[src/rtl/rvfi_check_sched.sv]
// rvfi_check_sched -- phase scheduler for a formal checker instance.
//
// Drives the reset, trig and check inputs of a checker. It runs a saturating
// cycle counter and walks the sequence RST -> WAIT -> ARMED -> TRIGD -> DONE,
// or ends in TOUT if the sequence is abandoned.
//
// Optional feature: define RISCV_FORMAL_SCHED_RETIRE_ALIGN_EN to fire trig
// only on a cycle with a retirement on rvfi_valid. In that build a window
// counter bounds the time spent in ARMED. Without the macro, trig fires
// unconditionally at cycle == TRIG_CYCLE and rvfi_valid is ignored.
//
// Ports:
//   clock      in   sole clock, rising edge
//   reset      in   synchronous active-high reset
//   rvfi_valid in   [NRET] per-channel retire strobes
//   cycle      out  [8] current cycle number (reads 0 during reset)
//   chk_reset  out  reset for the checker
//   trig       out  one-cycle trigger pulse
//   check      out  one-cycle check pulse, CHECK_DELAY cycles after trig
//   done       out  sticky, check has fired
//   timeout    out  sticky, sequence abandoned
//
// Formal properties are in rvfi_check_sched_props. That module is bound in
// only when YOSYS is defined.

module rvfi_check_sched #(
  parameter int NRET         = 1,
  parameter int RESET_CYCLES = 1,
  parameter int TRIG_CYCLE   = 10,
  parameter int TRIG_WINDOW  = 8,
  parameter int CHECK_DELAY  = 4
) (
  input  logic            clock,
  input  logic            reset,
  input  logic [NRET-1:0] rvfi_valid,
  output logic [7:0]      cycle,
  output logic            chk_reset,
  output logic            trig,
  output logic            check,
  output logic            done,
  output logic            timeout
);

  // Elaboration-time parameter sanity checks.
  if (TRIG_CYCLE + TRIG_WINDOW + CHECK_DELAY >= 255) begin : g_bad_sum
    $error("rvfi_check_sched: TRIG_CYCLE + TRIG_WINDOW + CHECK_DELAY must be < 255");
  end
  if (TRIG_CYCLE < RESET_CYCLES) begin : g_bad_trig
    $error("rvfi_check_sched: TRIG_CYCLE must be >= RESET_CYCLES");
  end
  if (TRIG_WINDOW < 1 || CHECK_DELAY < 1) begin : g_bad_min
    $error("rvfi_check_sched: TRIG_WINDOW and CHECK_DELAY must be >= 1");
  end

  typedef enum logic [2:0] {
    ST_RST   = 3'd0,
    ST_WAIT  = 3'd1,
    ST_ARMED = 3'd2,
    ST_TRIGD = 3'd3,
    ST_DONE  = 3'd4,
    ST_TOUT  = 3'd5
  } state_t;

  localparam logic [7:0] RESET_C8  = 8'(RESET_CYCLES);
  localparam logic [8:0] TRIG_C9   = 9'(TRIG_CYCLE);
  localparam logic [7:0] DCNT_LOAD = 8'(CHECK_DELAY - 1);

  state_t     state_r;
  state_t     next_s;
  logic [7:0] cycle_r;
  logic [7:0] dcnt_r;
  logic       done_r;
  logic       timeout_r;
  logic       trig_s;
  logic       check_s;
  logic       fire_s;
  logic [8:0] cycle_next_s;

`ifdef RISCV_FORMAL_SCHED_RETIRE_ALIGN_EN
  localparam logic [7:0] WIN_LAST = 8'(TRIG_WINDOW - 1);
  logic [7:0] wcnt_r;

  assign fire_s = |rvfi_valid;

  // Window counter: counts ARMED cycles that end without a trigger.
  always_ff @(posedge clock) begin
    if (reset) begin
      wcnt_r <= 8'd0;
    end else if (state_r == ST_ARMED && !trig_s) begin
      wcnt_r <= wcnt_r + 8'd1;
    end else begin
      wcnt_r <= wcnt_r;
    end
  end
`else
  logic unused_valid_s;
  assign unused_valid_s = ^rvfi_valid;
  assign fire_s         = 1'b1;
`endif

  // Saturating cycle counter. It loads 1 on reset, so the reset cycle itself is cycle 0.
  always_ff @(posedge clock) begin
    if (reset) begin
      cycle_r <= 8'd1;
    end else if (cycle_r != 8'd255) begin
      cycle_r <= cycle_r + 8'd1;
    end else begin
      cycle_r <= cycle_r;
    end
  end

  // Visible cycle number and checker reset.
  always_comb begin
    if (reset) begin
      cycle = 8'd0;
    end else begin
      cycle = cycle_r;
    end
    chk_reset    = reset | (cycle < RESET_C8);
    cycle_next_s = {1'b0, cycle} + 9'd1;
  end

  // Next-state logic and the trig/check pulses.
  always_comb begin
    next_s  = state_r;
    trig_s  = 1'b0;
    check_s = 1'b0;
    case (state_r)
      ST_RST: begin
        // Jump straight to ARMED when the trigger cycle follows the
        // checker-reset phase with no gap. This covers TRIG_CYCLE == RESET_CYCLES.
        if (cycle_next_s >= TRIG_C9) begin
          next_s = ST_ARMED;
        end else if (!chk_reset) begin
          next_s = ST_WAIT;
        end else begin
          next_s = ST_RST;
        end
      end
      ST_WAIT: begin
        if (cycle_next_s >= TRIG_C9) begin
          next_s = ST_ARMED;
        end else begin
          next_s = ST_WAIT;
        end
      end
      ST_ARMED: begin
        if (fire_s) begin
          trig_s = 1'b1;
          next_s = ST_TRIGD;
        end else begin
`ifdef RISCV_FORMAL_SCHED_RETIRE_ALIGN_EN
          if (wcnt_r == WIN_LAST) begin
            next_s = ST_TOUT;
          end else begin
            next_s = ST_ARMED;
          end
`else
          next_s = ST_ARMED;
`endif
        end
      end
      ST_TRIGD: begin
        if (dcnt_r == 8'd0) begin
          check_s = 1'b1;
          next_s  = ST_DONE;
        end else begin
          next_s = ST_TRIGD;
        end
      end
      ST_DONE: next_s = ST_DONE;
      ST_TOUT: next_s = ST_TOUT;
      default: next_s = ST_RST;
    endcase

    // A saturated counter means the sequence can no longer finish.
    if (cycle_r == 8'd255 && state_r != ST_DONE && state_r != ST_TOUT) begin
      next_s = ST_TOUT;
    end else begin
      next_s = next_s;
    end

    // Reset aborts immediately and suppresses both pulses in the reset cycle.
    if (reset) begin
      next_s  = ST_RST;
      trig_s  = 1'b0;
      check_s = 1'b0;
    end else begin
      trig_s  = trig_s;
      check_s = check_s;
    end
  end

  // State register and the sticky status flags. The flags are registered from the next state.
  always_ff @(posedge clock) begin
    if (reset) begin
      state_r   <= ST_RST;
      done_r    <= 1'b0;
      timeout_r <= 1'b0;
    end else begin
      state_r   <= next_s;
      done_r    <= (next_s == ST_DONE);
      timeout_r <= (next_s == ST_TOUT);
    end
  end

  // Delay counter between trig and check.
  always_ff @(posedge clock) begin
    if (reset) begin
      dcnt_r <= 8'd0;
    end else if (trig_s) begin
      dcnt_r <= DCNT_LOAD;
    end else if (state_r == ST_TRIGD && dcnt_r != 8'd0) begin
      dcnt_r <= dcnt_r - 8'd1;
    end else begin
      dcnt_r <= dcnt_r;
    end
  end

  assign trig    = trig_s;
  assign check   = check_s;
  assign done    = done_r;
  assign timeout = timeout_r;

`ifdef YOSYS
  rvfi_check_sched_props #(
    .CHECK_DELAY(CHECK_DELAY)
  ) u_props (
    .clock   (clock),
    .reset   (reset),
    .cycle   (cycle),
    .trig    (trig),
    .check   (check),
    .done    (done),
    .timeout (timeout)
  );
`endif

endmodule

`ifdef YOSYS
// Formal properties of the scheduler outputs.
module rvfi_check_sched_props #(
  parameter int CHECK_DELAY = 4
) (
  input logic       clock,
  input logic       reset,
  input logic [7:0] cycle,
  input logic       trig,
  input logic       check,
  input logic       done,
  input logic       timeout
);

  logic                 trig_seen_r;
  logic [CHECK_DELAY:0] hist_r;

  // History of trig pulses. hist_r[k-1] holds the value of trig k cycles ago.
  always_ff @(posedge clock) begin
    if (reset) begin
      trig_seen_r <= 1'b0;
      hist_r      <= '0;
    end else begin
      trig_seen_r <= trig_seen_r | trig;
      hist_r      <= {hist_r[CHECK_DELAY-1:0], trig};
    end
  end

  // Property checks, evaluated outside of reset.
  always @(posedge clock) begin
    if (!reset) begin
      assert (!(trig && trig_seen_r));
      assert (!check || hist_r[CHECK_DELAY-1]);
      assert (!(done && timeout));
      assert (!(cycle == 8'd255 && !done && !timeout));
    end
  end

endmodule
`endif

[config.mk]
export PLATFORM = sky130hd
export DESIGN_NAME = rvfi_check_sched
export DESIGN_NICKNAME = d
export VERILOG_FILES = /design/src/rtl/rvfi_check_sched.sv
export SDC_FILE = /design/constraint.sdc
export NUM_CORES = 1
export LEC_CHECK = 0
export ABC_AREA = 1
export CORE_ASPECT_RATIO = 0.6
export CORE_UTILIZATION = 45
export DETAILED_ROUTE_END_ITERATION = 6
export PLACE_DENSITY = 0.63
export SKIP_CTS_REPAIR_TIMING = 1
export SLEW_MARGIN = 15
export SYNTH_ARGS = -nofsm -noshare
export SYNTH_HDL_FRONTEND = slang
export SYNTH_SLANG_ARGS = --single-unit
export TNS_END_PERCENT = 20
[constraint.sdc]
create_clock -name clock -period 2.3 [get_ports clock]
set_clock_uncertainty 0.15 [all_clocks]
set_input_delay 0.46 -clock clock [delete_from_list [all_inputs] [get_ports clock]]
set_output_delay 0.46 -clock clock [all_outputs]
set_load 0.05 [all_outputs]
==> results.cfg <==
[clocking]
tritoncts_num_sinks = 21
inserted_clock_buffers = 3
clk_pin_slew_worst_paths_ns = 0.08
cts_buffer_depth = 2
cts_root_buffer = clkbuf_8
clkLatencyLatePin_ns = 0.26
cts_tree = built
htreeDepth = 1

[critical_path]
critical-path-max-stage-delay_ns = 0.33
crit_path_end_kind = output port
timing.critical_path.cells = inv_1, nor2_4, inv_1, ha_1, nand2_1, nor2_1, nand3_1, nand2_1, buf_12
worst_ep_required_time_ns = 1.69
crit_path_max_fanout = 3
reg2reg_slack_ns = 0.37
startpoint_type_of_the_worst_setup_path = flop
critPathArrivalTime_ns = 1.58
cp_top_family = simple AND/OR/NAND/NOR gates
critical_path_class = flop to output port
critical-path-slowest-cell = dfxtp_1
path_buf_inv = 3

[die]
floorplan.die.height_um = 43.4
i_o_pin_total = 16
placeable_core_area_sq_um = 2610
die_w_um = 70.9
placementRows = 14
floorplan.initialDensity = 0.491
design.die.area_sq_um = 3070

[sta]
report.final.setup_viol = 0
final.min_clock_period_ns = 2.19
grt_setup_unrepaired = no
final_worst_path_period_share = 0.951
achievable_frequency_mhz = 457
relative_slew_slack = 0.672
hold_violations = 0
fin_hold_ws_ns = 0.354
worst_slew_pin_slew_ns = 0.491
number_of_slew_limit_violations_in_the_final_report = 0
final_critical_path_setup_slack_ns = 0.112

[placed_design]
port_buffers = 14
place_hpwl_um = 2390
dp_slack_ns = -0.253
finalWeightedCongestion = 0.787

[routing]
first_pass_iters = 6
finalWirelength_um = 2950
remaining_drc_errors = 4
routed_via_density = 4.94
drtAntennaViolNets = 0
detailedRoute.firstIterationViolations = 66
num_vias = 1259
routed_wire_length_per_instance_um = 11.6

[grt]
grt_pass1_wl_um = 4980
grt_start_max_net_pins = 13
initial_antenna_violation_count = 0
first_global_vias = 1117
grt_remaining_overflow = 0
gr-usage-all-layers = 0.211

[worst_hold_path]
min_path_type = flop to flop

[synthesis]
synth.avg_cell_area_sq_um = 6.54
ys_types = 31
mappedNetlistArea_sq_um = 1280
postSynthRegisterBits = 21
synth_warnings = 0
synth.net_count = 204
netlist_instances = 196
synth-seq-area-share = 0.328

[layout]
finish.net_count = 232
final_common_cell = nand2_1
seqCellArea_sq_um = 420
flow.area_growth_from_synthesis_pct = 33.2
multi_input_comb_area_sq_um = 706
most-common-layout-cells = 43 x nand2_1, 37 x inv_1, 21 x dfxtp_1
nFillCells = 218
n_antenna_cell = 0
share_of_layout_cells_above_drive_strength_1 = 0.188

[power]
vdd.ir_drop.worst_mv = 0.325
power_per_standard_cell_area_nw_per_um2 = 463
leakage_nw = 0.793

[flow_run]
cap_violations = 0

[outcome]
status = finished with violations
violations_in_the_final_reports = design-rule violations
[sequential cells by signal, indices dropped and copies added, names as in the netlist]
name / count
dcnt_r: 8
state_r: 3
timeout: 1
cycle_r: 8
done: 1
[worst min-delay path, delay by kind of cell (launching register included)]
| kind | cells | cell delay (ns) |
|---|---|---|
| AND/OR/NAND/NOR | 1 | 0.07 |
| flip-flops | 1 | 0.33 |
| AO/OA/AOI/OAI | 1 | 0.06 |
[through the flow]
step                      total power, mW  TNS (ns)  std cells  area, sq um   util
after floorplan                     0.486         0        196         1290      -
after global placement              0.547    -0.838        251         1650  0.633
after detailed placement            0.553     -1.25        251         1650  0.633
after CTS                           0.798    -0.376        255         1700  0.651
after global routing                0.830         0        255         1710  0.654
final                               0.790         0        255         1710  0.654
[power breakdown]
part	total (mW)	switching [mW]	leakage [nW]	internal [mW]
Combinational	0.161	0.0944	0.598	0.0665
Clock	0.244	0.124	0.0255	0.121
Sequential	0.385	0.0110	0.170	0.374
[final timing paths]
path,cells past startpoint,from,to
worst max-delay path,9,cycle_r[1],chk_reset
worst min-delay path,2,cycle_r[1],cycle_r[1]
worst max register to register,14,cycle_r[1],state_r[0]
worst min register to register,2,cycle_r[1],cycle_r[1]
[kinds of logic after synthesis]
family	count (synthesis)	synth area share
AOI/OAI and AO/OA	29	0.125
xor gates and xnor gates	3	0.0205
adders and majority gates	5	0.0488
buffers and inverters	44	0.134
DFF	21	0.328
and+or+nand+nor	94	0.344
[cell usage after synthesis (all sizes together)]
| cell type | n | area (sq um) |
|---|---|---|
| inv | 42 | 160 |
| nand3 | 14 | 87.6 |
| clkbuf | 1 | 3.75 |
| or2 | 1 | 6.26 |
| nor3 | 9 | 61.3 |
| nand2 | 44 | 173 |
| o31ai | 1 | 7.51 |
| a21oi | 10 | 50.1 |
| ha | 5 | 62.6 |
| o41ai | 1 | 8.76 |
| buf | 1 | 7.51 |
| a211oi | 1 | 7.51 |
| nor3b | 1 | 7.51 |
| o211ai | 1 | 7.51 |
| nand4 | 1 | 6.26 |
| nor4 | 2 | 12.5 |
| a31oi | 1 | 6.26 |
| o21bai | 1 | 7.51 |
| nor2 | 22 | 87.6 |
| o21ai | 13 | 65.1 |
| xor2 | 3 | 26.3 |
| dfxtp | 21 | 420 |
[routing by layer]
metal  global-route usage  routed length, um  up-vias
li1                     -                  -      670
met1                0.316               1600      559
met2                0.310               1210       28
met3               0.0558                124        2
met4               0.0360                 11        0
met5                    0                  0        -
[final cells by class]
class,instances,area share
clock buffer,3,0.0242
clock inverter,1,0.00293
inverter,42,0.0938
multi-input combinational,131,0.413
sequential,21,0.246
tap,32,0.0234
timing repair buffer,25,0.196
Power figures use the tool's default switching activity.
